**config.mk**
```make
export PLATFORM = sky130hd
export DESIGN_NAME = seq_detector_param
export DESIGN_NICKNAME = d
export VERILOG_FILES = /design/src/rtl/seq_det_pkg.sv /design/src/rtl/seq_detector_param_sat_counter.sv /design/src/rtl/seq_detector_param.sv
export SDC_FILE = /design/constraint.sdc
export NUM_CORES = 1
export LEC_CHECK = 0
export CAP_MARGIN = 20
export CORE_AREA = 2 2 39 41
export CTS_CLUSTER_SIZE = 30
export DETAILED_ROUTE_END_ITERATION = 10
export DIE_AREA = 0 0 41 43
export GPL_TIMING_DRIVEN = 0
export PLACE_DENSITY_LB_ADDON = 0.08
export SYNTH_ARGS = -nofsm -noshare
export SYNTH_HDL_FRONTEND = slang
export SYNTH_SLANG_ARGS = --single-unit
```
**constraint.sdc**
```tcl
create_clock -name clk -period 2.9 [get_ports clk]
set_input_delay 0.29 -clock clk [delete_from_list [all_inputs] [get_ports clk]]
set_output_delay 0.29 -clock clk [all_outputs]
set_load 0.05 [all_outputs]
```
**src/rtl/seq_det_pkg.sv**
```systemverilog
// seq_det_pkg: shared constants and the elaboration-time KMP step used to
// build the per-state transition table of seq_detector_param.
package seq_det_pkg;

    localparam int MAX_PATTERN_W = 16;

    // Next state after accepting bit b in state k (0..width), where state k
    // means the last k accepted bits equal the top k bits of the pattern.
    // Returns the longest j such that the top j pattern bits are a suffix of
    // (top k pattern bits, b). Evaluated only on constant arguments.
    function automatic int next_state(
        input logic [MAX_PATTERN_W-1:0] pattern,
        input int                       width,
        input int                       k,
        input logic                     b
    );
        int   best;
        int   lim;
        int   idx;
        logic ok;
        logic sb;
        best = 0;
        lim  = (k + 1 < width) ? k + 1 : width;
        for (int j = 1; j <= MAX_PATTERN_W; j++) begin
            if (j <= lim) begin
                ok = 1'b1;
                for (int i = 0; i < MAX_PATTERN_W; i++) begin
                    if (i < j) begin
                        // Candidate string is indices 0..k: k prefix bits then b.
                        idx = k + 1 - j + i;
                        sb  = (idx < k) ? pattern[width-1-idx] : b;
                        if (pattern[width-1-i] != sb) ok = 1'b0;
                    end
                end
                if (ok) best = j;
            end
        end
        return best;
    endfunction

endpackage

```
**src/rtl/seq_detector_param_sat_counter.sv**
```systemverilog
// sat_counter: W-bit up-counter that sticks at all-ones.
// Ports: clk, rst (async high), clr (sync clear), inc (count enable),
//        count (current value).
module sat_counter
    import seq_det_pkg::*;
#(
    parameter int W = 8
) (
    input  logic         clk,
    input  logic         rst,
    input  logic         clr,
    input  logic         inc,
    output logic [W-1:0] count
);

    logic [W-1:0] r_count;

    always_ff @(posedge clk or posedge rst) begin
        if (rst)                        r_count <= '0;
        else if (clr)                   r_count <= '0;
        else if (inc && r_count != '1)  r_count <= r_count + 1'b1;
    end

    assign count = r_count;

endmodule

```
**src/rtl/seq_detector_param.sv**
```systemverilog
// seq_detector_param: Moore detector for a PATTERN_W-bit serial pattern
// with run-time overlapping / non-overlapping mode and a saturating match
// counter.
// Ports: clk, rst (async high), clr (sync clear of state and count),
//        in_valid (qualifies x), x (serial bit, MSB of PATTERN first),
//        overlap (1: matches may overlap), y (high in MATCH),
//        match_cnt (saturating number of matches).
module seq_detector_param
    import seq_det_pkg::*;
#(
    parameter int                   PATTERN_W = 2,
    parameter logic [PATTERN_W-1:0] PATTERN   = 2'b10,
    parameter int                   CNT_W     = 8
) (
    input  logic             clk,
    input  logic             rst,
    input  logic             clr,
    input  logic             in_valid,
    input  logic             x,
    input  logic             overlap,
    output logic             y,
    output logic [CNT_W-1:0] match_cnt
);

    localparam int             ST_W    = $clog2(PATTERN_W + 1);
    localparam logic [ST_W-1:0] S_MATCH = ST_W'(PATTERN_W);

    logic [ST_W-1:0] r_state;
    logic [ST_W-1:0] w_next;
    logic            w_inc;
    logic            w_bad;

    // Transition table, one entry per state for each input bit; fully
    // resolved at elaboration so there is no runtime prefix search.
    logic [PATTERN_W:0][ST_W-1:0] w_nxt0;
    logic [PATTERN_W:0][ST_W-1:0] w_nxt1;

    for (genvar k = 0; k <= PATTERN_W; k++) begin : g_tbl
        localparam int N0 = next_state(MAX_PATTERN_W'(PATTERN), PATTERN_W, k, 1'b0);
        localparam int N1 = next_state(MAX_PATTERN_W'(PATTERN), PATTERN_W, k, 1'b1);
        assign w_nxt0[k] = ST_W'(N0);
        assign w_nxt1[k] = ST_W'(N1);
    end

    assign w_bad = (r_state > S_MATCH);

    always_comb begin
        w_next = '0;
        if (r_state == S_MATCH && !overlap)
            // Non-overlapping: history restarts with the bit leaving MATCH.
            w_next = (x == PATTERN[PATTERN_W-1]) ? ST_W'(1) : '0;
        else if (!w_bad)
            w_next = x ? w_nxt1[r_state] : w_nxt0[r_state];
    end

    // Unreachable encodings recover to 0 on the next edge even when idle.
    always_ff @(posedge clk or posedge rst) begin
        if (rst)                    r_state <= '0;
        else if (clr)               r_state <= '0;
        else if (in_valid || w_bad) r_state <= in_valid ? w_next : '0;
    end

    assign w_inc = in_valid && (w_next == S_MATCH);

    sat_counter #(.W(CNT_W)) u_cnt (
        .clk   (clk),
        .rst   (rst),
        .clr   (clr),
        .inc   (w_inc),
        .count (match_cnt)
    );

    assign y = (r_state == S_MATCH);

endmodule

```
**After elaboration in Yosys (flattened, before gate mapping)**

Index checks and enable logic that the tools add are counted.

- Register bits after elaboration: 10
- Word-level logic and storage cells: 28
- Output and inout port bits: 9
- Input bits: 6

- Add/subtract/negate cells: 1
- Magnitude comparators: 2
- Reductions and logical operators: 7
- Equal/unequal tests: 3
- Mux-type cells: 13

Operators by type and width:

| kind | number |
|---|---|
| $mux 2 | 8 |
| $mux 8 | 2 |
| $add 8x1->8 const B | 1 |
| $bmux 2 s2 | 2 |
| $ne 8x8->1 const B | 1 |
| $eq 2x2->1 const B | 2 |
| $reduce_bool 2->1 | 2 |
| $logic_and 1x1->1 | 3 |
| $lt 2x3->1 const B | 1 |
| $gt 2x2->1 const B | 1 |
| $logic_not 1->1 | 1 |
| $logic_or 1x1->1 | 1 |
| $mux 1 | 1 |

**Depth between registers and ports, before layout**

- Word-level depth: 10
- Mapped depth: 5
- Mapped depth without buffers: 5

**Hierarchy**

From an unflattened synthesis, not the netlist that was laid out.

- Cell total of the unflattened synthesis: 60
- Area total of the unflattened synthesis: 625.6 µm²

By module, submodules not included:

| module | sequential area each (µm²) | instances | area an instance (µm²) | cells each |
|---|---|---|---|---|
| sat_counter | 200.2 | 1 | 504.2 | 49 |
| seq_detector_param | 50.0 | 1 | 121.4 | 11 |

**Least setup slack after synthesis**

Ideal clock, no wire load.

- Kind: register to register
- Start: reg u_cnt.r_count[0], in the netlist u_cnt.count[0]
- End: reg u_cnt.r_count[7], in the netlist u_cnt.count[7]
- Period minus slack after synthesis: 1.761 ns
- Setup time: 0.125 ns
- Arrival: 1.636 ns
- Required time: 2.775 ns
- Buffers on the path: 0
- Stages on the path, launching flop included: 6
- Slack: 1.139 ns
- Path through: dfrtp_1 ha_1 nand3_1 o211ai_2 nor2_1 mux2_4

- Longest elaborated chain between the ends: 3
- Elaborated cells on any way between the ends: 6
- Those cells by class: add/sub: 1; eq/ne: 1; mux: 2; reduce/logical: 2

Ends and longest elaborated chain:

| what | RTL line | source |
|---|---|---|
| start, declared | seq_detector_param_sat_counter.sv:16 | `logic [W-1:0] r_count;` |
| start signal, assigned | seq_detector_param_sat_counter.sv:21 | `else if (inc && r_count != '1) r_count <= r_count + 1'b1;` |
| $add 8x1->8 or $ne 8x8->1 (tied branches) | seq_detector_param_sat_counter.sv:21 |  |
| $mux 8 or $logic_and 1x1->1 (tied branches) | seq_detector_param_sat_counter.sv:21 |  |
| $mux 8 or $reduce_bool 2->1 (tied branches) | n/a |  |

Parallel ways exist; a longest one is shown, timed or not. The select of a mux whose other input is x is not followed.
A chain may end at the register's enable or synchronous reset.

**Worst setup path after layout**

- Start: reg r_state[0]
- End: out y

- Longest elaborated chain between the ends: 1

Ends and longest elaborated chain:

| what | RTL line | source |
|---|---|---|
| start, declared | seq_detector_param.sv:28 | `logic [ST_W-1:0] r_state;` |
| start signal, assigned | seq_detector_param.sv:60 | `else if (in_valid \|\| w_bad) r_state <= in_valid ? w_next : '0;` |
| $eq 2x2->1 | seq_detector_param.sv:73 | `assign y = (r_state == S_MATCH);` |
| end, declared | seq_detector_param.sv:21 | `output logic y,` |

Every way passes these cells.

==> impl_metrics.yaml <==
worst_setup_path:
  cpMaxStageDelayCell: "clkdlybuf4s50_1"
  cp_max_fo: 3
  arrival_ns: 1.65
  slowest_delay_ns: 0.82
  reg2reg_from: "u_cnt.count[0]$_DFFE_PP0P_"
  reg2reg_depth: 5
  critPathBufInv: 1
  end_kind: "output port"
  worst-path-stages: 2
  reg2reg_to: "u_cnt.count[7]$_DFFE_PP0P_"
  cp_top_family: "buffers and inverters"
  cp-startpoint: "r_state[0]$_DFFE_PP0P_"
  cp-endpoint: "y"
  startpoint_type: "register"
  cp_data_required_time_ns: 2.61
  rrSetupSlack_ns: 1.36
  worstPathCellList: "nor2_1 -> clkdlybuf4s50_1"
  crit_type: "register to output port"
sta:
  max-slew-margin-rel: 0.6666
  tightest_slew_ns: 0.4985
  finalSetupViolCount: 0
  rsz0062_at_grt: "false"
  period_share: 0.6701
  clock_skew_ns: 0.004988
  setup_tns_ns: 0
  period_needed_ns: 1.943
  hold_viol_final: 0
  layout_setup_ws_ns: 0.9566
  slew_viol_final: 0
  whs_ns: 0.2962
  fmax_ghz: 0.5146
detailed_routing:
  firstDrtPassIters: 4
  drtIter0Drc: 8
  ant_nets: 0
  routed_via_density: 5.165
  wl_per_cell_microns: 12.74
  dr_total_vias: 439
  wirelength_microns: 1083
  drc: 0
clock_tree:
  postCtsSetupRepairBufs: 0
  cts_buffers: 3
  cts_root_buffer: "clkbuf_4"
  worst_skew_pair.late_latency_ns: 0.27
  cts_tree: "done"
  htreeDepth: 1
  cts_max_path_buffers: 2
  cts_num_sinks: 10
  post_cts_resized: 0
  holdBufCountCts: 0
  clk_pin_slew_worst_paths_ns: 0.07
yosys:
  synth-adder-area-share: 0.02370
  synth-compound-area-share: 0.1043
  synth_area_sq_um: 528.0
  synth_top_family_by_area: "simple AND/OR/NAND/NOR gates"
  synth_seq_cells: 10
  syn_inst: 52
  synth_xor_area_frac: 0.08294
  yosys-mux-area-fraction: 0.06635
  synth_cell_type_count: 22
  yosysWarnings: 0
  synth-simple-area-share: 0.2133
  syn_avg_cell_area_sq_um: 10.15
  ys_seq_area_frac: 0.4739
  syn_nets: 59
die:
  core_area_sq_um: 1384
  fp.dieH_microns: 43
  dieWidth_microns: 41
  placementRows: 14
  start_util: 0.3816
  io_pins: 15
  die-area_sq_um: 1763
min_path:
  hold_path.class: "primary input to asynchronous set/reset pin"
global_routing:
  grt_max_degree: 11
  grt-ovfl-total: 0
  grt_pass1_vias: 427
  antenna_found_initial: 0
  grt_pass1_wl_microns: 1800
  grt_usage: 0.1552
cells_and_area:
  area_delta_synth_final_pct: 35.31
  final_nets: 77
  n_antenna_cell: 0
  final_util: 0.5163
  drive_gt1_frac: 0.1159
place:
  hpwl_microns: 772.3
  dp_slack_ns: 1.087
  gp_congestion: 0.7087
  port_buffers: 13
outcome:
  outcome: "complete, no violations"
power:
  power_density_nw_per_um2: 414.8
  power.leakage_uw: 0.0003295
  ir_worst_vdd_mv: 0.2505
run:
  maxCapViolations: 0
-- cells by family (layout without fill, tap and decap cells) --
group / Yosys count / count (layout)
AOI/OAI and AO/OA: 7 / 7
xor gates and xnor gates: 5 / 5
adders and majority gates: 1 / 1
buffers and inverters: 5 / 22
DFF: 10 / 10
muxes: 3 / 3
and+or+nand+nor: 21 / 21
-- flip-flops by register name, summed over array words and instances (netlist names) --
| name | flops |
|---|---|
| r_state | 2 |
| u_cnt.count | 8 |
-- how the worst min path moves through the flow --
stage               slack [ns]  cells past startpoint                    endpoint                        from
global placement          0.57                      2  u_cnt.count[1]$_DFFE_PP0P_  u_cnt.count[1]$_DFFE_PP0P_
floorplan                 0.13                      1      r_state[0]$_DFFE_PP0P_                         rst
global route              0.34                      2  u_cnt.count[6]$_DFFE_PP0P_                         rst
CTS                       0.32                      2      r_state[0]$_DFFE_PP0P_                         rst
detailed placement        0.58                      2  u_cnt.count[1]$_DFFE_PP0P_  u_cnt.count[1]$_DFFE_PP0P_
finish                    0.30                      2      r_state[0]$_DFFE_PP0P_                         rst
-- synth_stat cells, drive strengths merged --
cell type  number  share of area
a211oi          1          0.014
a21oi           1         0.0095
and2            2          0.024
and3            1          0.012
and4bb          1          0.024
clkbuf          1         0.0071
dfrtp          10           0.47
ha              1          0.024
inv             4          0.028
mux2            1          0.028
mux2i           2          0.038
nand3           1         0.0095
nand4           2          0.036
nor2           11          0.078
nor2b           1          0.012
nor3            2          0.019
o2111ai         2          0.033
o211ai          2          0.038
o21ai           1         0.0095
xor2            5          0.083
-- cell type report --
cell class              count  area [sq um]
plain buffers               1         3.754
inverters                   4         15.01
well taps                  16         20.02
multi-input cells          37         259.0
fillers                   148         669.4
clock buffers               4         36.28
repair buffers             13         130.1
flip-flops and latches     10         250.2
-- report_power, final --
group	internal (uW)	switching (uW)	leakage, uW	total (uW)
clock	76.4	54.2	0.0000210	131
combinational	9.86	13.0	0.000170	22.8
sequential	141	1.72	0.000138	143
total	227	68.9	0.000329	296
-- metal layers --
layer / vias up / track usage / routed length (microns)
met5: - / 0 / 0
met4: 0 / 0.08000 / 27
met3: 4 / 0.06283 / 57
met2: 13 / 0.2063 / 491
met1: 205 / 0.2093 / 507
li1: 217 / - / -
-- per-stage QoR --
stage	total power, uW	instances	cell area, sq um
6_report	296.3	85	714.4
5_1_grt	308.6	85	714.4
4_1_cts	298.7	85	714.4
3_5_place_dp	169.0	81	678.2
3_3_place_gp	168.6	81	678.2
2_1_floorplan	158.2	52	528.0
-- worst reg2reg max path, cell delays in order, from the launching register on --
cell and delay [ns]:
dfrtp_1 0.42, ha_1 0.24, nand3_1 0.20, o211ai_2 0.12, nor2_1 0.14, mux2_4 0.31
-- placed cells by master (no fill, tap or decap), drive strengths merged --
master	count
a211oi	1
a21oi	1
and2	2
and3	1
and4bb	1
clkbuf	5
clkdlybuf4s50	13
dfrtp	10
ha	1
inv	4
mux2	1
mux2i	2
nand3	1
nand4	2
nor2	11
nor2b	1
nor3	2
o2111ai	2
o211ai	2
o21ai	1
xor2	5
No activity file was read; power rests on OpenSTA's default activity.
==> edit (same settings) <==
Register the output `match_cnt`, cleared by the reset; this adds one clock of latency there. The other outputs are not delayed to match.
--- a/src/rtl/seq_detector_param.sv
+++ b/src/rtl/seq_detector_param.sv
@@ -26,2 +26,4 @@
     localparam logic [ST_W-1:0] S_MATCH = ST_W'(PATTERN_W);
+
+    logic [CNT_W-1:0] match_cnt_d;
 
@@ -69,3 +71,3 @@
         .inc   (w_inc),
-        .count (match_cnt)
+        .count (match_cnt_d)
     );
@@ -74,2 +76,10 @@
 
+    always_ff @(posedge clk or posedge rst) begin
+        if (rst) begin
+            match_cnt <= '0;
+        end else begin
+            match_cnt <= match_cnt_d;
+        end
+    end
+
 endmodule
Behaviour: not the same (a bounded check fails within 4 cycles, from zero or initial values and one cycle with rst high).
==> edit against the original RTL <==
Combinational power up 4%; die area unchanged; design area up 24%; critical path depth unchanged; total power up 34%; area after synthesis up 37%; setup slack worse by 21 ps; wire length up 4.8%; utilization up 12 points; first-iteration DRC count down 63%; sequential cell count up 8.
==> edit: results (changes against the original RTL) <==
| Metric | Value |
|---|---|
| Met2 WL post-DR | `515 µm (+4.9%)` |
| Skew final | `1.02 ps (-3.97 ps)` |
| Synth top area cells | `dfrtp_1 62%, xor2_1 6.0%, nor2_1 4.1%, and4bb_4 2.2%, a21oi_1 2.1%` |
| Design internal power | `0.311 mW (+37%)` |
| WL final | `1140 µm (+4.8%)` |
| Outcome | `complete, no violations` |
| Dpl cell area | `865 µm² (+27%)` |
| Share of layout cells above drive strength 1 | `0.107 (-0.00928)` |
| Relative slew slack | `0.566 (-0.101)` |
| Syn nets | `67 (+14%)` |
| Clock Latency Late Sink | `290 ps (+20 ps)` |
| First-pass GRT wire length | `1980 µm (+10%)` |
| Final net count | `84 (+9.1%)` |
| Global Route Usage Sum | `0.169 (+0.0136)` |
| Worst setup slack after placement | `1100 ps (+17.2 ps)` |
| Post-DR vias/cell | `5.45 (+5.5%)` |
| Vias in the first global route | `477 (+12%)` |
| Largest net degree at the start of global routing | `19 (+8)` |
| Seq/Total Area, Yosys | `0.622 (+0.148)` |
| Met3 wire length | `64 µm (+12%)` |
| HPWL Detailed | `832 µm (+7.8%)` |
| Synth cell types | `24 (+9.1%)` |
| Port Buffer Count | `12 (-1)` |
| Clock-pin slew on the worst setup and hold paths | `90 ps (+20 ps)` |
| Static Leak | `0.422 nW (+28%)` |
==> edit: kinds of logic (layout without fill, tap and decap cells) <==
logic type	count (synthesis)	count (layout)
xor+xnor	5	5
flops	18	18
fa+ha+maj	1	1
compound gates	8	8
buf+inv	3	18
mux	2	2
simple gates	23	23
==> edit: area by class of cell <==
class                   count  area, µm²
multi-input cells          39        259
flip-flops and latches     18        450
clock buffers               3       22.5
inverters                   2       7.51
plain buffers               1       7.51
fillers                   133        497
repair buffers             12        120
well taps                  16       20.0
==> edit: critical path: stages, from the launching register on <==
cell and delay [ps]:
dfrtp_1 410, nor2b_1 160, clkdlybuf4s50_1 820
==> edit: power by group through the flow <==
stage,logic [mW],registers (mW),clock network (mW)
2_1_floorplan,0.0134,0.262,0
3_3_place_gp,0.0239,0.260,0
3_5_place_dp,0.0243,0.260,0
4_1_cts,0.0243,0.255,0.122
5_1_grt,0.0268,0.255,0.133
6_report,0.0238,0.255,0.118
==> edit: path summary, 6_finish.rpt <==
check | startpoint | end | slack (ps)
setup / recovery | r_state[0]$_DFFE_PP0P_ | y | 940
min in group asynchronous | rst | match_cnt[3]$_DFF_PP0_ | 380
hold reg to reg | u_cnt.count[1]$_DFFE_PP0P_ | match_cnt[1]$_DFF_PP0_ | 440
hold / removal | clr | u_cnt.count[7]$_DFFE_PP0P_ | 230
setup reg to reg | u_cnt.count[0]$_DFFE_PP0P_ | u_cnt.count[5]$_DFFE_PP0P_ | 1380
max in group asynchronous | rst | r_state[0]$_DFFE_PP0P_ | 2110
==> edit: layer usage <==
metal	global-route usage	vias up
met1	0.230	233
met5	0	-
met4	0.120	0
li1	-	241
met3	0.0314	5
met2	0.231	17
==> edit: metrics by stage <==
| stage | utilization | std cells | hold slack [ps] |
|---|---|---|---|
| 2_1_floorplan | - | 60 | 229 |
| 3_3_place_gp | 0.625 | 88 | 409 |
| 3_5_place_dp | 0.625 | 88 | 414 |
| 4_1_cts | 0.641 | 91 | 227 |
| 5_1_grt | 0.641 | 91 | 236 |
| 6_report | 0.641 | 91 | 229 |
